## src/rtl/sevenseg_scan_ctrl.sv

```systemverilog
// Four-digit multiplexed seven-segment controller fed from PicoBlaze OUTPUT writes.
// Each digit slot starts with an all-dark dead time to suppress ghosting between digits.
module sevenseg_scan_ctrl #(
  parameter logic [7:0]  BASE_PORT    = 8'h83,
  parameter int unsigned REFRESH_DIV  = 1024,
  parameter int unsigned GHOST_CYCLES = 16
) (
  input  logic       clk,
  input  logic       rst,
  input  logic [7:0] port_id,
  input  logic [7:0] out_port,
  input  logic       write_strobe,
  output logic [7:0] seg,
  output logic [3:0] en,
  output logic       slot_tick
);

  localparam int unsigned    CW        = $clog2(REFRESH_DIV);
  localparam logic [CW-1:0]  CNT_LAST  = CW'(REFRESH_DIV - 1);
  localparam logic [CW-1:0]  GHOST_END = CW'(GHOST_CYCLES);

  localparam logic [7:0] P_D0    = BASE_PORT;
  localparam logic [7:0] P_D1    = BASE_PORT + 8'd1;
  localparam logic [7:0] P_D2    = BASE_PORT + 8'd2;
  localparam logic [7:0] P_D3    = BASE_PORT + 8'd3;
  localparam logic [7:0] P_BLANK = BASE_PORT + 8'd4;
  localparam logic [7:0] P_DP    = BASE_PORT + 8'd5;

  typedef enum logic {DEAD, DRIVE} phase_t;

  // With no ghost time, a slot is in DRIVE from its very first cycle.
  localparam phase_t RST_PHASE = (GHOST_CYCLES == 0) ? DRIVE : DEAD;

  phase_t        state, state_next;
  logic [CW-1:0] cnt, cnt_next;
  logic [1:0]    idx, idx_next;
  logic          wrap;
  logic [3:0]    digit [4];
  logic [3:0]    blank, dp;
  logic [7:0]    seg_d;
  logic [3:0]    en_d;
  logic          unused_hi;

  assign unused_hi = &{1'b0, out_port[7:4]};

  function automatic logic [6:0] hex7(input logic [3:0] v);
    logic [6:0] r;
    case (v)
      4'h0: r = 7'h40;
      4'h1: r = 7'h79;
      4'h2: r = 7'h24;
      4'h3: r = 7'h30;
      4'h4: r = 7'h19;
      4'h5: r = 7'h12;
      4'h6: r = 7'h02;
      4'h7: r = 7'h78;
      4'h8: r = 7'h00;
      4'h9: r = 7'h10;
      4'hA: r = 7'h08;
      4'hB: r = 7'h03;
      4'hC: r = 7'h46;
      4'hD: r = 7'h21;
      4'hE: r = 7'h06;
      default: r = 7'h0E;
    endcase
    return r;
  endfunction

  always_ff @(posedge clk) begin
    if (rst) begin
      for (int unsigned i = 0; i < 4; i++) digit[i] <= '0;
      blank <= '0;
      dp    <= '0;
    end else if (write_strobe) begin
      case (port_id)
        P_D0:    digit[0] <= out_port[3:0];
        P_D1:    digit[1] <= out_port[3:0];
        P_D2:    digit[2] <= out_port[3:0];
        P_D3:    digit[3] <= out_port[3:0];
        P_BLANK: blank    <= out_port[3:0];
        P_DP:    dp       <= out_port[3:0];
        default: ;
      endcase
    end
  end

  // Phase is registered alongside the counter so it always matches cnt < GHOST_END.
  always_comb begin
    wrap       = (cnt == CNT_LAST);
    cnt_next   = wrap ? '0 : cnt + 1'b1;
    idx_next   = wrap ? idx + 2'd1 : idx;
    state_next = (cnt_next < GHOST_END) ? DEAD : DRIVE;
    seg_d      = '1;
    en_d       = '1;
    if (state == DRIVE && !blank[idx]) begin
      en_d  = ~(4'b0001 << idx);
      seg_d = {~dp[idx], hex7(digit[idx])};
    end
  end

  always_ff @(posedge clk) begin
    if (rst) begin
      state     <= RST_PHASE;
      cnt       <= '0;
      idx       <= '0;
      seg       <= '1;
      en        <= '1;
      slot_tick <= 1'b0;
    end else begin
      state     <= state_next;
      cnt       <= cnt_next;
      idx       <= idx_next;
      seg       <= seg_d;
      en        <= en_d;
      slot_tick <= wrap;
    end
  end

endmodule

```

## config.mk

```make
export PLATFORM = sky130hd
export DESIGN_NAME = sevenseg_scan_ctrl
export DESIGN_NICKNAME = d
export VERILOG_FILES = /design/src/rtl/sevenseg_scan_ctrl.sv
export SDC_FILE = /design/constraint.sdc
export NUM_CORES = 1
export LEC_CHECK = 0
export BUFFER_PORTS_ARGS = -buffer_cell sky130_fd_sc_hd__buf_2
export CELL_PAD_IN_SITES_DETAIL_PLACEMENT = 0
export CELL_PAD_IN_SITES_GLOBAL_PLACEMENT = 1
export CORE_ASPECT_RATIO = 0.75
export CORE_MARGIN = 2
export CORE_UTILIZATION = 48
export DETAILED_ROUTE_END_ITERATION = 7
export GPL_ROUTABILITY_DRIVEN = 0
export GPL_TIMING_DRIVEN = 0
export HOLD_SLACK_MARGIN = 0.05
export PLACE_DENSITY = 0.88
export SYNTH_ARGS = -nofsm -noshare
export SYNTH_HDL_FRONTEND = slang
export SYNTH_SLANG_ARGS = --single-unit
export TNS_END_PERCENT = 5
```

## constraint.sdc

```tcl
create_clock -name clk -period 4.7 [get_ports clk]
set_input_delay 0.94 -clock clk [delete_from_list [all_inputs] [get_ports clk]]
set_output_delay 0.94 -clock clk [all_outputs]
set_load 0.1 [all_outputs]
```

==> flow_results.xml, run 1 <==
<?xml version="1.0" encoding="UTF-8"?>
<metrics>
  <group name="drt">
    <metric name="drt-initial-drc-count" unit="">52</metric>
    <metric name="drt_wl_total" unit="um">4370</metric>
    <metric name="vias" unit="">1635</metric>
    <metric name="detail_route.first_pass.iterations" unit="">8</metric>
    <metric name="avgRoutedWirePerCell" unit="um">14.2</metric>
    <metric name="viasPerCell" unit="">5.31</metric>
    <metric name="route.detailed.drc" unit="">2</metric>
    <metric name="antenna_violating_nets_post_route" unit="">0</metric>
  </group>
  <group name="clock_network">
    <metric name="tritoncts.num_buffers" unit="">5</metric>
    <metric name="h-tree-depth" unit="">2</metric>
    <metric name="post_cts_resized" unit="">0</metric>
    <metric name="worst_skew_pair.late_latency" unit="ns">0.30</metric>
    <metric name="clk_pin_slew" unit="ns">0.09</metric>
    <metric name="cts_hold_bufs" unit="">0</metric>
    <metric name="cts_setup_buffers" unit="">0</metric>
    <metric name="cts-root-to-sink-buffers" unit="">2</metric>
    <metric name="tritoncts_clock_tree" unit="">built</metric>
    <metric name="clockRootBuffer" unit="">sky130_fd_sc_hd__clkbuf_8</metric>
    <metric name="clkSinkCount" unit="">52</metric>
  </group>
  <group name="place">
    <metric name="dpl.cell_count" unit="">300</metric>
    <metric name="dp_hpwl" unit="um">3180</metric>
    <metric name="number_of_buffer_cells_added_on_primary_ports" unit="">27</metric>
    <metric name="pre_cts_slack" unit="ns">2.15</metric>
    <metric name="placement.cell_area" unit="um2">2620</metric>
  </group>
  <group name="flow_run">
    <metric name="max_cap_violations" unit="">0</metric>
  </group>
  <group name="global_route">
    <metric name="grt_first_pass_wirelength" unit="um">7600</metric>
    <metric name="grt_start_max_net_pins" unit="">16</metric>
    <metric name="global_route.usage.total" unit="%">17.7</metric>
    <metric name="antenna_found_initial" unit="">0</metric>
    <metric name="grt_pass1_vias" unit="">1521</metric>
    <metric name="overflow" unit="">0</metric>
  </group>
  <group name="worst_setup_path">
    <metric name="crit_path_slowest_cell" unit="">sky130_fd_sc_hd__o21ai_0</metric>
    <metric name="critPathBufInv" unit="">1</metric>
    <metric name="path_class" unit="">input pin to flop</metric>
    <metric name="arrival" unit="ns">2.17</metric>
    <metric name="timing.critical_path.from_type" unit="">input pin</metric>
    <metric name="timing.critical_path.to_type" unit="">flop</metric>
    <metric name="timing.critical_path.cells" unit="">buf_2 -&gt; nor4b_4 -&gt; nand3_1 -&gt; o21ai_0</metric>
    <metric name="timing.critical_path.fanout_max" unit="">5</metric>
    <metric name="timing.critical_path.max_delay_family" unit="">simple AND/OR/NAND/NOR gates</metric>
    <metric name="timing.critical_path.slowest_cell_delay" unit="ns">0.55</metric>
    <metric name="timing.critical_path.required" unit="ns">4.65</metric>
  </group>
  <group name="logic_synthesis">
    <metric name="synth.largest_area_cell" unit="">sky130_fd_sc_hd__dfxtp_1</metric>
    <metric name="netlist_instances" unit="">213</metric>
    <metric name="synth-seq-cells" unit="">52</metric>
    <metric name="yosysSeqAreaShare" unit="%">49.9</metric>
    <metric name="yosys-mux-area-fraction" unit="%">10.7</metric>
    <metric name="number_of_enable_flip_flop_cells_after_synthesis" unit="">16</metric>
    <metric name="combinational_family_with_the_most_area_after_synthesis" unit="">simple AND/OR/NAND/NOR gates</metric>
    <metric name="yosys.area.top_type_share" unit="%">30.0</metric>
    <metric name="mappedNetlistNets" unit="">243</metric>
    <metric name="ys_async_sr_fraction" unit="%">0</metric>
    <metric name="synth_adder_area_share" unit="%">5.72</metric>
    <metric name="share_of_the_synthesized_area_in_compound_gates_ao_oa_aoi_oai" unit="%">6.87</metric>
    <metric name="syn-cell-area" unit="um2">2400</metric>
    <metric name="synth_area_per_cell" unit="um2">11.3</metric>
    <metric name="synth-xor-area-share" unit="%">2.91</metric>
    <metric name="yosysUniqueCellTypes" unit="">48</metric>
    <metric name="synth.area.top_cells" unit="">sky130_fd_sc_hd__dfxtp_1 (30%), sky130_fd_sc_hd__edfxtp_1 (20%), sky130_fd_sc_hd__ha_1 (5.7%), sky130_fd_sc_hd__mux2i_1 (4.6%), sky130_fd_sc_hd__and2_1 (4.2%)</metric>
    <metric name="synthSimpleGateAreaFrac" unit="%">21.0</metric>
    <metric name="synth_warnings" unit="">0</metric>
    <metric name="synth_ff_type" unit="">sky130_fd_sc_hd__dfxtp_1</metric>
  </group>
  <group name="floorplan">
    <metric name="pin_count" unit="">32</metric>
    <metric name="floorplan.die.width" unit="um">85.7</metric>
    <metric name="floorplan.initialDensity" unit="%">49.4</metric>
    <metric name="fp.dieH" unit="um">65.3</metric>
    <metric name="placement_rows" unit="">22</metric>
    <metric name="design.die.area" unit="um2">5600</metric>
    <metric name="floorplan.core_area" unit="um2">4870</metric>
  </group>
  <group name="hold_path">
    <metric name="hold_path_class" unit="">flop to flop</metric>
  </group>
  <group name="outcome">
    <metric name="status" unit="">finished with violations</metric>
    <metric name="failed_checks" unit="">DRC</metric>
  </group>
  <group name="timing">
    <metric name="slew_violations" unit="">0</metric>
    <metric name="setup-tns-final" unit="ns">0</metric>
    <metric name="setup_viol_count_final" unit="">0</metric>
    <metric name="post-route-worst-setup-slack" unit="ns">2.47</metric>
    <metric name="worst_pin_slew" unit="ns">0.596</metric>
    <metric name="hold_ws" unit="ns">0.484</metric>
    <metric name="post-route-min-period" unit="ns">2.23</metric>
    <metric name="endpoints_failing_hold" unit="">0</metric>
    <metric name="layout_worst_path_cycle_share" unit="%">47.4</metric>
    <metric name="worst_slew_margin" unit="%">59.9</metric>
    <metric name="rsz0062_at_grt" unit="">false</metric>
    <metric name="clock_skew" unit="ns">0.00534</metric>
    <metric name="max_freq" unit="GHz">0.449</metric>
  </group>
  <group name="layout">
    <metric name="layout-drive-gt1-share" unit="%">19.0</metric>
    <metric name="layout.cell_area.non_filler" unit="um2">2720</metric>
    <metric name="layout.cells.most_common" unit="">sky130_fd_sc_hd__dfxtp_1</metric>
    <metric name="most-common-layout-cells" unit="">sky130_fd_sc_hd__dfxtp_1 (36), sky130_fd_sc_hd__buf_2 (28), sky130_fd_sc_hd__nor2_1 (24)</metric>
    <metric name="nNetsFinal" unit="">277</metric>
    <metric name="antennaDiodeCount" unit="">0</metric>
    <metric name="finalCoreUtilization" unit="%">55.8</metric>
    <metric name="syn_to_final_growth" unit="%">13.0</metric>
    <metric name="finish.cell_count_without_fillers" unit="">308</metric>
  </group>
  <group name="power_and_ir_drop">
    <metric name="leakage_power" unit="nW">1.07</metric>
    <metric name="power_density" unit="nW/um2">296</metric>
    <metric name="ir_drop" unit="uV">195</metric>
    <metric name="finalPower" unit="mW">0.806</metric>
  </group>
</metrics>
[synth_stat cells (all sizes together) (3+ instances only)]
cell / number
mux2i: 11
clkbuf: 3
nor2: 24
mux4: 6
edfxtp: 16
a21oi: 4
nand3: 5
xnor2: 4
nand4: 4
o221ai: 4
o21ai: 6
dfxtp: 36
nand2: 10
ha: 11
and2: 16
nor3: 5
buf: 4
nor3b: 3
xor2: 4
inv: 8
[power by group]
group / internal [mW] / switching [mW] / leakage (nW)
Combinational: 0.0192 / 0.0292 / 0.571
Sequential: 0.471 / 0.00464 / 0.443
Clock: 0.137 / 0.145 / 0.0534
Total: 0.627 / 0.179 / 1.07
[area by class of cell]
cell class                 count  area, um2
clock buffer                   7       97.6
inverter                       8       30.0
sequential                    52       1200
clock inverter                 1       5.00
buffer                         7       40.0
timing repair buffer          27        135
fill                         415       2150
tap                           60       75.1
multi-input combinational    146       1130
[registers in the layout (all words and copies together), names as in the netlist, named ones only]
signal / count
state: 1
dp: 4
cnt: 10
seg: 8
en: 4
idx: 2
blank: 4
digit: 16
slot_tick: 1
[logic make-up after synthesis]
group                      Yosys count
and+or+nand+nor                     86
DFF                                 52
AOI/OAI and AO/OA                   24
muxes                               17
buffers and inverters               15
adders and majority gates           11
xor gates and xnor gates             8
[worst register-to-register path: cells and delay by family, from the launching register on]
| family | cells | cell delay (ns) |
|---|---|---|
| fa+ha+maj | 1 | 0.29 |
| mux | 1 | 0.70 |
| simple gates | 1 | 0.18 |
| flops | 1 | 0.46 |
| compound gates | 2 | 0.26 |
[layer usage]
metal  track usage, %  up-vias  routed length (um)
li1                 -      829                   -
met1             27.0      759                2350
met2             24.4       42                1770
met3             5.28        5                 209
met4             4.17        0                  40
met5                0        -                   0
[path summary, 6_finish.rpt]
check	startpoint	end	slack, ns	cells past startpoint
min reg2reg	cnt[0]	cnt[0]	0.48	1
min	cnt[0]	cnt[0]	0.48	1
max reg2reg	flop	seg[5]	2.69	5
max	port_id[5]	digit[3][1]	2.47	4
(Power assumes the default switching activity.)
==> run 2: changes to the inputs <==
CORE_UTILIZATION = 45   (was 48)
PLACE_DENSITY = 0.83   (was 0.88)
clock period = 2.19 ns   (was 4.7 ns; I/O delays follow)
==> flow_results.xml, run 2 (same netlist as run 1, synthesis figures left out) <==
<?xml version="1.0" encoding="UTF-8"?>
<metrics>
  <group name="layout">
    <metric name="finalCoreUtilization" unit="%">52.0</metric>
    <metric name="antennaDiodeCount" unit="">0</metric>
    <metric name="top_register" unit="">digit</metric>
    <metric name="layout-drive-gt1-share" unit="%">19.0</metric>
    <metric name="most-common-layout-cells" unit="">sky130_fd_sc_hd__dfxtp_1 (36), sky130_fd_sc_hd__buf_2 (28), sky130_fd_sc_hd__nor2_1 (24)</metric>
    <metric name="largest_register_ff_count" unit="">16</metric>
    <metric name="reg_top3" unit="">digit (16), cnt (10), seg (8)</metric>
    <metric name="finish.cell_count_without_fillers" unit="">323</metric>
    <metric name="syn_to_final_growth" unit="%">13.2</metric>
    <metric name="nNetsFinal" unit="">277</metric>
    <metric name="layout.cells.most_common" unit="">sky130_fd_sc_hd__dfxtp_1</metric>
  </group>
  <group name="global_route">
    <metric name="grt_start_max_net_pins" unit="">17</metric>
    <metric name="antenna_found_initial" unit="">0</metric>
    <metric name="global_route.usage.total" unit="%">15.9</metric>
    <metric name="grt_first_pass_wirelength" unit="um">7110</metric>
    <metric name="grt_pass1_vias" unit="">1456</metric>
    <metric name="overflow" unit="">0</metric>
  </group>
  <group name="clock_network">
    <metric name="post_cts_resized" unit="">0</metric>
    <metric name="worst_skew_pair.late_latency" unit="ns">0.30</metric>
    <metric name="clkSinkCount" unit="">52</metric>
    <metric name="cts_setup_buffers" unit="">0</metric>
    <metric name="cts-root-to-sink-buffers" unit="">2</metric>
    <metric name="tritoncts_clock_tree" unit="">built</metric>
    <metric name="tritoncts.num_buffers" unit="">5</metric>
    <metric name="clockRootBuffer" unit="">sky130_fd_sc_hd__clkbuf_8</metric>
    <metric name="h-tree-depth" unit="">2</metric>
    <metric name="cts_hold_bufs" unit="">0</metric>
    <metric name="clk_pin_slew" unit="ns">0.10</metric>
  </group>
  <group name="worst_setup_path">
    <metric name="reg2reg_to" unit="">seg[3]</metric>
    <metric name="timing.critical_path.required" unit="ns">2.38</metric>
    <metric name="arrival" unit="ns">2.18</metric>
    <metric name="critical_path.endpoint" unit="">seg[3]</metric>
    <metric name="path_class" unit="">flop to flop</metric>
    <metric name="timing.reg2reg.worst_path_depth" unit="">5</metric>
    <metric name="timing.critical_path.to_type" unit="">flop</metric>
    <metric name="timing.critical_path.fanout_max" unit="">5</metric>
    <metric name="reg2reg_slack" unit="ns">0.19</metric>
    <metric name="timing.critical_path.from_type" unit="">flop</metric>
  </group>
  <group name="drt">
    <metric name="antenna_violating_nets_post_route" unit="">0</metric>
    <metric name="avgRoutedWirePerCell" unit="um">13.2</metric>
    <metric name="drt-initial-drc-count" unit="">145</metric>
    <metric name="viasPerCell" unit="">5.06</metric>
    <metric name="vias" unit="">1633</metric>
    <metric name="detail_route.first_pass.iterations" unit="">5</metric>
    <metric name="drt_wl_total" unit="um">4270</metric>
    <metric name="route.detailed.drc" unit="">0</metric>
  </group>
  <group name="hold_path">
    <metric name="hold_path_depth" unit="">3</metric>
    <metric name="hold_path_class" unit="">input pin to flop</metric>
  </group>
  <group name="place">
    <metric name="dp_hpwl" unit="um">3160</metric>
    <metric name="number_of_buffer_cells_added_on_primary_ports" unit="">27</metric>
    <metric name="dpl.cell_count" unit="">315</metric>
    <metric name="pre_cts_slack" unit="ns">0.0911</metric>
  </group>
  <group name="timing">
    <metric name="post-route-worst-setup-slack" unit="ns">0.193</metric>
    <metric name="layout_worst_path_cycle_share" unit="%">91.2</metric>
    <metric name="endpoints_failing_hold" unit="">0</metric>
    <metric name="max_freq" unit="GHz">0.501</metric>
    <metric name="worst_pin_slew" unit="ns">0.684</metric>
    <metric name="rsz0062_at_grt" unit="">false</metric>
    <metric name="setup-tns-final" unit="ns">0</metric>
    <metric name="setup_viol_count_final" unit="">0</metric>
    <metric name="slew_violations" unit="">0</metric>
    <metric name="clock_skew" unit="ns">0.00992</metric>
    <metric name="hold_ws" unit="ns">0.456</metric>
    <metric name="post-route-min-period" unit="ns">2.00</metric>
    <metric name="worst_slew_margin" unit="%">53.9</metric>
  </group>
  <group name="floorplan">
    <metric name="pin_count" unit="">32</metric>
    <metric name="design.die.area" unit="um2">5950</metric>
    <metric name="placement_rows" unit="">23</metric>
    <metric name="floorplan.core_area" unit="um2">5240</metric>
    <metric name="fp.dieH" unit="um">67.3</metric>
    <metric name="floorplan.initialDensity" unit="%">45.9</metric>
    <metric name="floorplan.die.width" unit="um">88.4</metric>
  </group>
  <group name="power_and_ir_drop">
    <metric name="leakage_power" unit="nW">1.06</metric>
    <metric name="seq_power_share" unit="%">61.4</metric>
    <metric name="power_density" unit="nW/um2">610</metric>
    <metric name="switchingPower" unit="mW">0.380</metric>
    <metric name="comb_power_share" unit="%">6.3</metric>
    <metric name="netSwitchingFraction" unit="%">22.9</metric>
    <metric name="pwr-share-clk" unit="%">32.3</metric>
    <metric name="ir_drop" unit="uV">258</metric>
    <metric name="p_int" unit="mW">1.28</metric>
  </group>
  <group name="outcome">
    <metric name="status" unit="">finished clean</metric>
  </group>
  <group name="flow_run">
    <metric name="max_cap_violations" unit="">0</metric>
  </group>
</metrics>
## run 2: power groups by stage
stage          logic (mW)  registers (mW)  clock network [mW]
3_3_place_gp        0.103            1.04                   0
6_report            0.105            1.02               0.536
2_1_floorplan      0.0638            1.04                   0
5_1_grt             0.118            1.02               0.589
3_5_place_dp        0.105            1.04                   0
4_1_cts             0.105            1.02               0.551
## run 2: worst min path at each step
stage | from | to | slack, ns
final | out_port[0] | dp[0] | 0.46
after global routing | out_port[1] | blank[1] | 0.47
after CTS | out_port[1] | blank[1] | 0.45
after detailed placement | cnt[0] | cnt[0] | 0.47
after global placement | cnt[0] | cnt[0] | 0.46
after floorplan | cnt[0] | cnt[0] | 0.44
## run 2: per-stage QoR
| step | total power, mW | instance area, um2 |
|---|---|---|
| 6_report | 1.66 | 2720 |
| 5_1_grt | 1.73 | 2720 |
| 4_1_cts | 1.68 | 2720 |
| 3_5_place_dp | 1.15 | 2630 |
| 3_3_place_gp | 1.14 | 2630 |
| 2_1_floorplan | 1.10 | 2400 |
## run 2: worst max-delay path: stages, from the launching register on
cell and delay, ns:
sky130_fd_sc_hd__dfxtp_1 0.46, sky130_fd_sc_hd__mux4_1 0.68, sky130_fd_sc_hd__ha_1 0.31, sky130_fd_sc_hd__and2b_1 0.18, sky130_fd_sc_hd__a211oi_1 0.18, sky130_fd_sc_hd__o21ai_1 0.09
## run 2: final cells by class
type	count	area [um2]
fill	478	2510
sequential	52	1200
multi-input combinational	146	1130
timing repair buffer	27	135
tap	75	93.8
clock buffer	6	72.6
buffer	7	40.0
inverter	8	30.0
clock inverter	2	16.3
## run 2: routing by layer
| metal | routed length [um] | GRT usage [%] | up-vias |
|---|---|---|---|
| li1 | - | - | 829 |
| met1 | 2290 | 23.9 | 760 |
| met2 | 1740 | 22.5 | 39 |
| met3 | 183 | 3.67 | 5 |
| met4 | 57 | 5.68 | 0 |
| met5 | 0 | 0 | - |
==> run 3: changes to the inputs <==
GPL_ROUTABILITY_DRIVEN = unset   (was 0)
GPL_TIMING_DRIVEN = unset   (was 0)
RECOVER_POWER = 25   (was unset)
==> flow_results.xml, run 3 (same netlist as run 1, synthesis figures left out) <==
<?xml version="1.0" encoding="UTF-8"?>
<metrics>
  <group name="worst_setup_path">
    <metric name="arrival" unit="ns">2.15</metric>
    <metric name="critical_path.endpoint" unit="">digit[0][3]</metric>
    <metric name="timing.critical_path.fanout_max" unit="">5</metric>
    <metric name="crit_path_start" unit="">port_id[5]</metric>
    <metric name="timing.critical_path.to_type" unit="">flop</metric>
    <metric name="timing.reg2reg.worst_path_depth" unit="">5</metric>
    <metric name="timing.critical_path.from_type" unit="">input pin</metric>
    <metric name="reg2reg_to" unit="">seg[3]</metric>
    <metric name="path_class" unit="">input pin to flop</metric>
    <metric name="timing.critical_path.required" unit="ns">2.36</metric>
    <metric name="reg2reg_slack" unit="ns">0.22</metric>
  </group>
  <group name="timing">
    <metric name="layout_worst_path_cycle_share" unit="%">90.1</metric>
    <metric name="rsz0062_at_grt" unit="">false</metric>
    <metric name="setup_viol_count_final" unit="">0</metric>
    <metric name="post-route-worst-setup-slack" unit="ns">0.217</metric>
    <metric name="post-route-min-period" unit="ns">1.97</metric>
    <metric name="setup-tns-final" unit="ns">0</metric>
    <metric name="endpoints_failing_hold" unit="">0</metric>
    <metric name="slew_violations" unit="">0</metric>
    <metric name="max_freq" unit="GHz">0.507</metric>
    <metric name="clock_skew" unit="ns">0.00449</metric>
    <metric name="worst_slew_margin" unit="%">49.9</metric>
    <metric name="worst_pin_slew" unit="ns">0.741</metric>
  </group>
  <group name="clock_network">
    <metric name="tritoncts_clock_tree" unit="">built</metric>
    <metric name="clk_pin_slew" unit="ns">0.09</metric>
    <metric name="cts-root-to-sink-buffers" unit="">2</metric>
    <metric name="cts_hold_bufs" unit="">0</metric>
    <metric name="h-tree-depth" unit="">2</metric>
    <metric name="worst_skew_pair.late_latency" unit="ns">0.30</metric>
    <metric name="post_cts_resized" unit="">0</metric>
    <metric name="clkSinkCount" unit="">52</metric>
    <metric name="clockRootBuffer" unit="">sky130_fd_sc_hd__clkbuf_8</metric>
    <metric name="tritoncts.num_buffers" unit="">5</metric>
    <metric name="cts_setup_buffers" unit="">0</metric>
  </group>
  <group name="floorplan">
    <metric name="floorplan.initialDensity" unit="%">45.9</metric>
    <metric name="placement_rows" unit="">23</metric>
    <metric name="floorplan.core_area" unit="um2">5240</metric>
    <metric name="floorplan.die.width" unit="um">88.4</metric>
    <metric name="fp.dieH" unit="um">67.3</metric>
    <metric name="design.die.area" unit="um2">5950</metric>
    <metric name="pin_count" unit="">32</metric>
  </group>
  <group name="layout">
    <metric name="most-common-layout-cells" unit="">sky130_fd_sc_hd__dfxtp_1 (36), sky130_fd_sc_hd__buf_2 (27), sky130_fd_sc_hd__nor2_1 (24)</metric>
    <metric name="layout-drive-gt1-share" unit="%">19.1</metric>
    <metric name="reg_top3" unit="">digit (16), cnt (10), seg (8)</metric>
    <metric name="layout.cell_area.non_filler" unit="um2">2720</metric>
    <metric name="antennaDiodeCount" unit="">0</metric>
    <metric name="nNetsFinal" unit="">275</metric>
    <metric name="layout.cells.most_common" unit="">sky130_fd_sc_hd__dfxtp_1</metric>
    <metric name="finalCoreUtilization" unit="%">51.9</metric>
    <metric name="top_register" unit="">digit</metric>
    <metric name="syn_to_final_growth" unit="%">13.0</metric>
    <metric name="largest_register_ff_count" unit="">16</metric>
  </group>
  <group name="drt">
    <metric name="avgRoutedWirePerCell" unit="um">12.7</metric>
    <metric name="detail_route.first_pass.iterations" unit="">4</metric>
    <metric name="drt-initial-drc-count" unit="">64</metric>
    <metric name="antenna_violating_nets_post_route" unit="">0</metric>
    <metric name="route.detailed.drc" unit="">0</metric>
    <metric name="drt_wl_total" unit="um">4060</metric>
    <metric name="vias" unit="">1583</metric>
    <metric name="viasPerCell" unit="">4.93</metric>
  </group>
  <group name="power_and_ir_drop">
    <metric name="leakage_power" unit="nW">1.06</metric>
    <metric name="power_density" unit="nW/um2">625</metric>
    <metric name="ir_drop" unit="uV">243</metric>
    <metric name="finalPower" unit="mW">1.70</metric>
  </group>
  <group name="global_route">
    <metric name="grt_pass1_vias" unit="">1439</metric>
    <metric name="grt_start_max_net_pins" unit="">19</metric>
    <metric name="overflow" unit="">0</metric>
    <metric name="antenna_found_initial" unit="">0</metric>
    <metric name="grt_first_pass_wirelength" unit="um">6930</metric>
    <metric name="global_route.usage.total" unit="%">15.5</metric>
  </group>
  <group name="outcome">
    <metric name="status" unit="">finished clean</metric>
  </group>
  <group name="flow_run">
    <metric name="max_cap_violations" unit="">0</metric>
  </group>
  <group name="place">
    <metric name="number_of_buffer_cells_added_on_primary_ports" unit="">27</metric>
    <metric name="dp_hpwl" unit="um">2990</metric>
    <metric name="gpl.final_weighted_congestion" unit="">0.785</metric>
    <metric name="pre_cts_slack" unit="ns">0.218</metric>
    <metric name="placement.cell_area" unit="um2">2630</metric>
  </group>
  <group name="hold_path">
    <metric name="hold_path_startpoint" unit="">out_port[1]</metric>
    <metric name="hold_path_class" unit="">input pin to flop</metric>
  </group>
</metrics>
-- run 3: cell count changes in the layout (fill, tap and decap cells not counted), sizes merged --
cell / change
clkinvlp: -1
buf: +1
clkinv: -1
clkbuf: -1
-- run 3: metrics by stage --
stage	hold slack, ns	std cells
CTS	0.457	321
global placement	0.456	313
finish	0.456	321
detailed placement	0.471	313
global route	0.475	321
floorplan	0.438	213
-- run 3: power by group --
part / switching (mW) / leakage [nW] / total, mW / internal [mW]
Clock: 0.289 / 0.0515 / 0.578 / 0.289
Sequential: 0.00990 / 0.443 / 1.02 / 1.01
Combinational: 0.0594 / 0.562 / 0.101 / 0.0412
Total: 0.358 / 1.06 / 1.70 / 1.34
-- run 3: cell type report --
type | instances | area, um2
multi-input combinational | 146 | 1120
timing repair buffer | 32 | 173
fill | 486 | 2520
sequential | 52 | 1200
tap | 75 | 93.8
inverter | 8 | 30.0
clock buffer | 8 | 100
-- run 3: worst min-delay path by stage --
| stage | endpoint | slack, ns | cells after the start |
|---|---|---|---|
| detailed placement | cnt[0] | 0.47 | 1 |
| floorplan | cnt[0] | 0.44 | 1 |
| finish | blank[1] | 0.46 | 3 |
| CTS | blank[1] | 0.46 | 3 |
| global placement | cnt[0] | 0.46 | 1 |
| global route | blank[0] | 0.48 | 3 |
-- run 3: worst max-delay path: stages --
cell,delay (ns)
sky130_fd_sc_hd__buf_2,0.10
sky130_fd_sc_hd__nor4b_1,0.67
sky130_fd_sc_hd__nand3_1,0.28
sky130_fd_sc_hd__nor4b_2,0.48
sky130_fd_sc_hd__and2_1,0.19
-- run 3: per-layer routing --
metal / up-vias / share of wire, % / track usage (%)
met5: - / 0 / 0
met4: 0 / 0.66 / 3.41
met3: 5 / 4.4 / 5.26
met2: 35 / 40 / 22.2
met1: 717 / 55 / 22.8
li1: 826 / - / -
